## config.mk

```make
export PLATFORM = sky130hd
export DESIGN_NAME = reg_bank_tx
export DESIGN_NICKNAME = d
export VERILOG_FILES = /design/src/rtl/reg_bank_tx_pkg.sv /design/src/rtl/reg_bank_tx_bit_timer.sv /design/src/rtl/reg_bank_tx.sv
export SDC_FILE = /design/constraint.sdc
export NUM_CORES = 1
export LEC_CHECK = 0
export ABC_CLOCK_PERIOD_IN_PS = 1600
export CAP_MARGIN = 25
export CORE_MARGIN = 4
export CORE_UTILIZATION = 48
export DETAILED_ROUTE_END_ITERATION = 8
export PLACE_DENSITY = 0.81
export SYNTH_ARGS = -nofsm -noshare
export SYNTH_HDL_FRONTEND = slang
export SYNTH_SLANG_ARGS = --single-unit
```

## constraint.sdc

```tcl
create_clock -name CLOCK_50 -period 1.6 [get_ports CLOCK_50]
set_clock_uncertainty 0.1 [all_clocks]
set_input_delay 0.32 -clock CLOCK_50 [delete_from_list [all_inputs] [get_ports CLOCK_50]]
set_output_delay 0.32 -clock CLOCK_50 [all_outputs]
set_load 0.02 [all_outputs]
```

## src/rtl/reg_bank_tx_pkg.sv

```systemverilog
// Shared types and constants for the register-bank serial read-out.
package reg_bank_tx_pkg;

   typedef enum logic [2:0] {
      IDLE  = 3'd0,
      LOAD  = 3'd1,
      START = 3'd2,
      DATA  = 3'd3,
      STOP  = 3'd4
   } state_e;

   localparam logic START_BIT  = 1'b0;
   localparam logic STOP_BIT   = 1'b1;
   localparam logic IDLE_LEVEL = 1'b1;

   // Bit-time cycles in one frame, excluding the single LOAD cycle.
   function automatic int unsigned frame_len(input int unsigned data_w,
                                             input int unsigned clks_per_bit);
      return (data_w + 2) * clks_per_bit;
   endfunction

endpackage

```

## src/rtl/reg_bank_tx_bit_timer.sv

```systemverilog
// Bit-period timer: counts 0..CLKS_PER_BIT-1 and ticks on the last cycle of each period.
module reg_bank_tx_bit_timer #(
   parameter int unsigned CLKS_PER_BIT = 434
) (
   input  logic clk_i,
   input  logic rst_n_i,
   input  logic clear_i,
   input  logic enable_i,
   output logic tick_o
);

   localparam int unsigned CNT_W = $clog2(CLKS_PER_BIT);
   localparam logic [CNT_W-1:0] LAST_CNT = CNT_W'(CLKS_PER_BIT - 1);

   logic [CNT_W-1:0] cnt_q, cnt_d;

   always_comb begin
      cnt_d = cnt_q;
      if (clear_i)
         cnt_d = '0;
      else if (enable_i)
         cnt_d = (cnt_q == LAST_CNT) ? '0 : cnt_q + CNT_W'(1);
   end

   always_ff @(posedge clk_i or negedge rst_n_i) begin
      if (!rst_n_i)
         cnt_q <= '0;
      else
         cnt_q <= cnt_d;
   end

   assign tick_o = enable_i && !clear_i && (cnt_q == LAST_CNT);

endmodule

```

## src/rtl/reg_bank_tx.sv

```systemverilog
// Walks the register bank and serialises each entry as an 8N1-style frame.
//
//   state | meaning
//   IDLE  | line idle high, waiting for start
//   LOAD  | one cycle: capture rd_data for the current address
//   START | start bit (low) for one bit period
//   DATA  | DATA_W data bits, LSB first
//   STOP  | stop bit (high); then next address or finish
module reg_bank_tx
   import reg_bank_tx_pkg::*;
#(
   parameter int unsigned CLKS_PER_BIT = 434,
   parameter int unsigned NUM_REGS     = 4,
   parameter int unsigned ADDR_W       = 2,
   parameter int unsigned DATA_W       = 8
) (
   input  logic              CLOCK_50,
   input  logic              RESET_N,
   input  logic              start,
   output logic [ADDR_W-1:0] rd_addr,
   input  logic [DATA_W-1:0] rd_data,
   output logic              tx,
   output logic              busy,
   output logic              done,
   output logic [DATA_W-1:0] cur_byte
);

   localparam int unsigned IDX_W = (DATA_W > 1) ? $clog2(DATA_W) : 1;
   localparam logic [ADDR_W-1:0] LAST_ADDR = ADDR_W'(NUM_REGS - 1);
   localparam logic [IDX_W-1:0]  LAST_IDX  = IDX_W'(DATA_W - 1);

   logic rst_meta_q, rst_sync_q;

   state_e            state_q, state_d;
   logic [ADDR_W-1:0] rd_addr_q, rd_addr_d;
   logic [DATA_W-1:0] shift_q, shift_d;
   logic [DATA_W-1:0] cur_byte_q, cur_byte_d;
   logic [IDX_W-1:0]  bit_idx_q, bit_idx_d;
   logic              tx_q, tx_d;
   logic              busy_q, busy_d;
   logic              done_q, done_d;

   logic timer_clear, timer_en, bit_tick;

   // Assertion reaches every flop at once; release is retimed to CLOCK_50.
   always_ff @(posedge CLOCK_50 or negedge RESET_N) begin
      if (!RESET_N) begin
         rst_meta_q <= 1'b0;
         rst_sync_q <= 1'b0;
      end else begin
         rst_meta_q <= 1'b1;
         rst_sync_q <= rst_meta_q;
      end
   end

   assign timer_clear = (state_q == IDLE) || (state_q == LOAD);
   assign timer_en    = (state_q == START) || (state_q == DATA) || (state_q == STOP);

   reg_bank_tx_bit_timer #(
      .CLKS_PER_BIT (CLKS_PER_BIT)
   ) u_bit_timer (
      .clk_i    (CLOCK_50),
      .rst_n_i  (rst_sync_q),
      .clear_i  (timer_clear),
      .enable_i (timer_en),
      .tick_o   (bit_tick)
   );

   always_comb begin
      state_d    = state_q;
      rd_addr_d  = rd_addr_q;
      shift_d    = shift_q;
      cur_byte_d = cur_byte_q;
      bit_idx_d  = bit_idx_q;
      tx_d       = tx_q;
      busy_d     = busy_q;
      done_d     = 1'b0;

      case (state_q)
         IDLE: begin
            tx_d = IDLE_LEVEL;
            if (start) begin
               state_d   = LOAD;
               busy_d    = 1'b1;
               rd_addr_d = '0;
            end
         end
         LOAD: begin
            shift_d    = rd_data;
            cur_byte_d = rd_data;
            bit_idx_d  = '0;
            tx_d       = START_BIT;
            state_d    = START;
         end
         START: begin
            if (bit_tick) begin
               tx_d    = shift_q[0];
               state_d = DATA;
            end
         end
         DATA: begin
            if (bit_tick) begin
               if (bit_idx_q == LAST_IDX) begin
                  tx_d    = STOP_BIT;
                  state_d = STOP;
               end else begin
                  shift_d   = {1'b0, shift_q[DATA_W-1:1]};
                  tx_d      = shift_q[1];
                  bit_idx_d = bit_idx_q + IDX_W'(1);
               end
            end
         end
         STOP: begin
            // tx is left high, so LOAD stretches the stop bit by one cycle.
            if (bit_tick) begin
               if (rd_addr_q == LAST_ADDR) begin
                  state_d = IDLE;
                  busy_d  = 1'b0;
                  done_d  = 1'b1;
               end else begin
                  rd_addr_d = rd_addr_q + ADDR_W'(1);
                  state_d   = LOAD;
               end
            end
         end
         default: begin
            state_d = IDLE;
            tx_d    = IDLE_LEVEL;
            busy_d  = 1'b0;
         end
      endcase
   end

   always_ff @(posedge CLOCK_50 or negedge rst_sync_q) begin
      if (!rst_sync_q) begin
         state_q    <= IDLE;
         rd_addr_q  <= '0;
         shift_q    <= '0;
         cur_byte_q <= '0;
         bit_idx_q  <= '0;
         tx_q       <= IDLE_LEVEL;
         busy_q     <= 1'b0;
         done_q     <= 1'b0;
      end else begin
         state_q    <= state_d;
         rd_addr_q  <= rd_addr_d;
         shift_q    <= shift_d;
         cur_byte_q <= cur_byte_d;
         bit_idx_q  <= bit_idx_d;
         tx_q       <= tx_d;
         busy_q     <= busy_d;
         done_q     <= done_d;
      end
   end

   assign rd_addr  = rd_addr_q;
   assign tx       = tx_q;
   assign busy     = busy_q;
   assign done     = done_q;
   assign cur_byte = cur_byte_q;

endmodule
```

* Word-level counts from Yosys, hierarchy flattened *
Cells that the tools add are included.

storage, ports and cells
  bits in registers = 38
  bits of input ports = 11
  output and inout port bits = 13
  word-level logic and storage cells = 78

operators by class
  add/sub/neg operators = 3
  eq/ne operators = 15
  mux-type cells = 31
  bitwise operators = 2
  reductions and logical operators = 16

operator list
  kind                   count
  $mux W9                3
  $mux W3                7
  $mux W8                2
  $pmux W8 S2            1
  $pmux W3 S5            1
  $ne A2 B2 Y1 const B   6
  $mux W1                10
  $add A9 B1 Y9 const B  1
  $eq A9 B9 Y1 const B   1
  $reduce_and A4 Y1      2
  $eq A3 B2 Y1 const B   2
  $eq A3 B3 Y1 const B   2
  $mux W2                3
  $pmux W3 S2            1
  $reduce_and A3 Y1      2
  $reduce_bool A2 Y1     3
  $reduce_and A5 Y1      1
  $ne A2 B1 Y1 const B   2
  $pmux W1 S4            1
  $pmux W2 S2            1
  $add A3 B1 Y3 const B  1
  $eq A3 B1 Y1 const B   1
  $logic_not A3 Y1       1
  $logic_or A1 B1 Y1     3
  other kinds (7)        9

* Longest topological paths before layout *
  word-level depth = 7
  depth in mapped cells = 7
  depth with buffers taken out = 6

* Hierarchy *
From an unflattened synthesis, not the netlist that was laid out.

unflattened totals
  cell total of the unflattened synthesis = 182
  area, all modules = 1855.5 µm²

by module, submodules not included
  module                 instances  cells an instance  area each (µm²)  seq. area each (µm²)
  reg_bank_tx            1          128                1351.3           726.9
  reg_bank_tx_bit_timer  1          54                 504.2            225.2

* Worst setup path after synthesis *
OpenSTA, ideal clock, no wires.

  path type = reg2reg
  start point = register bit_idx_q[0]
  end point = register bit_idx_q[1]
  setup time = 0.120 ns
  arrival = 1.403 ns
  data required time = 1.380 ns
  path slack = -0.023 ns
  cell stages (with the launch flop) = 7
  path buffers = 1
  period minus slack after synthesis = 1.623 ns
  cell sequence = dfrtp_1 -> ha_1 -> ha_1 -> nor3_2 -> buf_4 -> o21ai_1 -> a41o_1

on the way
  word-level cells in the longest chain between the ends = 4
  elaborated cells on any way between the ends = 7
  classes of those cells = 1 x add/sub; 2 x eq/ne; 3 x mux; 1 x reduce/logical

ends and longest elaborated chain
  item                    RTL line            source
  start, declared         reg_bank_tx.sv:38   logic [IDX_W-1:0] bit_idx_q, bit_idx_d;
  start signal, assigned  reg_bank_tx.sv:149  bit_idx_q <= bit_idx_d;
  $add A3 B1 Y3           reg_bank_tx.sv:109  bit_idx_d = bit_idx_q + IDX_W'(1);
  $mux W3                 reg_bank_tx.sv:103  if (bit_idx_q == LAST_IDX) begin
  $mux W3                 reg_bank_tx.sv:102  if (bit_tick) begin
  $pmux W3 S2             reg_bank_tx.sv:79   case (state_q)

Several ways; a longest one is shown, not always the timed one. The select of a mux whose other input is x is not followed.
A chain may end at the register's enable or synchronous reset.

* Worst setup path in the final report *
  start point = register u_bit_timer.cnt_q[1]
  end point = register busy_q, in the netlist busy

on the way
  word-level cells in the longest chain between the ends = 4

ends and longest elaborated chain
  item                         RTL line                     source
  start, declared              reg_bank_tx_bit_timer.sv:15  logic [CNT_W-1:0] cnt_q, cnt_d;
  start signal, assigned       reg_bank_tx_bit_timer.sv:29  cnt_q <= cnt_d;
  $eq A9 B9 Y1                 reg_bank_tx_bit_timer.sv:32  assign tick_o = enable_i && !clear_i && (cnt_q == LAST_CNT);
  $logic_and A1 B1 Y1          reg_bank_tx_bit_timer.sv:32
  $ne A2 B2 Y1 (no line)       n/a
  $reduce_and A4 Y1 (no line)  n/a
  end signal, assigned         reg_bank_tx.sv:151           busy_q <= busy_d;
  end, declared                reg_bank_tx.sv:40            logic busy_q, busy_d;

No other way between the ends.

==> flow_summary.ini <==
[logic_synthesis]
ys_seq_area_frac = 0.479
synth_nets = 210
synth_flop_cell = dfrtp_1
synth.distinct_cells = 44
yosysWarnings = 0
synth_area_per_cell_um2 = 10.3
syn_inst = 194
synth_area_um2 = 1990
synth_async_sr_flop_share = 1.00
ys_ff_latch = 38
synth-edff-count = 0

[status]
violations = setup timing
outcome = complete, but fails checks

[final_layout]
nNetsFinal = 258
drive_gt1_frac = 0.263
diodes = 0
area_growth_pct = 36.0
postLayoutCellArea_um2 = 2710

[setup_path]
cp.arrival_ns = 1.76
crit_fanout = 5
cp-end-kind = register
startpoint_type = register
rr_worst_depth = 7
required_ns = 1.68
setup.worst_path.class = reg -> reg

[timing]
tightest_slew_ns = 0.501
rsz0062_at_grt = yes
finalCritPeriodShare = 1.05
fin_tns_setup_ns = -1.04
fmax_mhz = 597
finalSetupViolCount = 23
period_minus_slack_ns = 1.68
slew_violations = 0
final.setup.worst_slack_ns = -0.0755
hold_viol = 0
slew_headroom = 0.666

[worst_hold_path]
hold_class = in -> async

[grt]
grt_busiest_layer = met2
grt.total_usage = 0.187
gr-usage-met3 = 0.0443
grt_first_pass_wirelength_um = 7600
met1_usage = 0.252
grt_max_degree = 28
grt-ovfl-total = 0
antenna_found_initial = 0
grt_pass1_vias = 1636
met2_usage = 0.298

[cts]
worstSkewPairLatency_ns = 0.30
clock_sinks = 38
clk_pin_slew_worst_paths_ns = 0.08
cts_tree = yes
cts_buffer_depth = 2
cts-htree-levels = 2
clockRootBuffer = clkbuf_8
cts_buffers = 5

[routing]
via_count = 1726
final_antenna_net_count = 0
drt-pass1-iter-count = 4
viasPerCell = 5.89
drt_iter0_drc = 65
wl_per_cell_um = 16.5
drcViolationCount = 0
wirelength_um = 4840

[placed_design]
io_buffers = 23
placed_cell_area_um2 = 2430
place.gp.congestion = 0.782
dp_hpwl_um = 3180
dp_slack_ns = -0.0329

[power_and_ir_drop]
power_leakage_nw = 1.17
ir_drop_mv = 0.676
p_per_area_nw_per_um2 = 772

[floorplanning]
die_w_um = 72.4
rows = 23
die_area_um2 = 5240
coreArea_um2 = 4000
ios = 24
fp.dieH_um = 72.4
initial_core_util = 0.497

[flow_run]
cap_violations = 0
-- timing repair --
action,CTS,global route
pin swaps,5,11
endpoints found under the setup margin,30,21
cloned,0,2
gates resized for setup,19,11
hold buffers,0,0
setup buffers,1,3
-- worst paths after layout --
kind	to	from	slack, ns
worst min-delay path	rst_sync_q	RESET_N	0.08
worst max register to register	busy	u_bit_timer.cnt_q[1]	-0.08
max in group asynchronous	tx	rst_sync_q	0.71
worst min register to register	rd_addr[0]	rst_sync_q	0.11
min in group CLOCK_50	rst_sync_q	rst_meta_q	0.26
worst max-delay path	busy	u_bit_timer.cnt_q[1]	-0.08
-- state kept, by name, summed over array words and instances, names as in the netlist --
| register | count |
|---|---|
| tx | 1 |
| cur_byte | 8 |
| rst_sync_q | 1 |
| shift_q | 8 |
| bit_idx_q | 3 |
| u_bit_timer.cnt_q | 9 |
| state_q | 3 |
| done | 1 |
| busy | 1 |
| rd_addr | 2 |
| rst_meta_q | 1 |
-- stage by stage --
stage	hold slack, ns	utilization	power [mW]	instances
floorplan	-0.0756	-	1.06	194
CTS	0.0722	0.648	2.10	288
global placement	0.112	0.608	1.12	279
finish	0.0786	0.677	2.09	293
global route	0.0678	0.677	2.16	293
detailed placement	0.119	0.608	1.13	279
-- critical path, cell delays in order (launching register included) --
cell	delay, ns
dfrtp_1	0.39
inv_1	0.06
ha_2	0.18
nand4b_4	0.15
buf_12	0.18
nor2_8	0.14
nand2_1	0.10
a31o_2	0.26
-- routing by layer --
layer  routed length [um]  vias up
li1                     -      804
met3                  240        5
met1                 2100      861
met4                   55        0
met2                 2440       56
met5                    0        -
-- synth_stat cells, drive strengths merged (2+ instances only) --
cell type / count / area share
a21oi: 3 / 0.0075
nor2b: 2 / 0.0063
ha: 5 / 0.031
mux2: 8 / 0.045
nor2: 20 / 0.046
nand4b: 2 / 0.016
xnor2: 7 / 0.031
dfrtp: 37 / 0.47
a22o: 2 / 0.0088
a41o: 2 / 0.010
or2: 2 / 0.0063
o21ai: 7 / 0.018
nor3: 9 / 0.028
a22oi: 7 / 0.026
nand2b: 3 / 0.0094
inv: 3 / 0.0057
mux2i: 3 / 0.015
nand4: 10 / 0.031
o211ai: 7 / 0.026
o22ai: 2 / 0.0063
buf: 8 / 0.021
nand3b: 2 / 0.0075
nand3: 3 / 0.0075
nand2: 23 / 0.043
clkbuf: 4 / 0.0075
-- cells by family after synthesis --
kind of cell / after synthesis / synth area share
adders and majority gates: 5 / 0.0314
muxes: 11 / 0.0604
buffers and inverters: 15 / 0.0340
other: 1 / 0.00188
xor gates and xnor gates: 7 / 0.0308
and+or+nand+nor: 79 / 0.223
DFF: 38 / 0.479
AOI/OAI and AO/OA: 38 / 0.140
-- cells in the final DEF, fill, tap and decap left out, types with 3 or more instances in the layout --
cell | synthesis | routed
nand2_1 | 23 | 23
nor3_1 | 7 | 6
clkbuf_8 | 0 | 5
dfrtp_1 | 37 | 37
dlygate4sd2_1 | 0 | 12
a21oi_1 | 3 | 3
buf_4 | 1 | 23
inv_1 | 3 | 3
mux2i_1 | 3 | 3
mux2_2 | 8 | 8
o21ai_1 | 3 | 4
nor2_1 | 19 | 19
nand2b_1 | 3 | 3
clkdlybuf4s50_1 | 0 | 10
nand3_1 | 3 | 3
a22oi_1 | 7 | 7
nand4_1 | 10 | 10
xnor2_1 | 7 | 7
o211ai_1 | 7 | 7
buf_12 | 0 | 4
-- final cells by class --
cell class              instances  area, um^2
inverters                       3        11.3
clock buffers                   5        68.8
clock inverters                 3        68.8
well taps                      50        62.6
multi-input cells             142        1040
repair buffers                 52         504
flip-flops and latches         38         952
fillers                       262        1290
-- power breakdown --
part           internal (mW)  switching (mW)
registers              0.983          0.0198
logic                 0.0508          0.0471
clock network          0.625           0.364
total                   1.66           0.430
No activity file was read; power rests on OpenSTA's default activity.
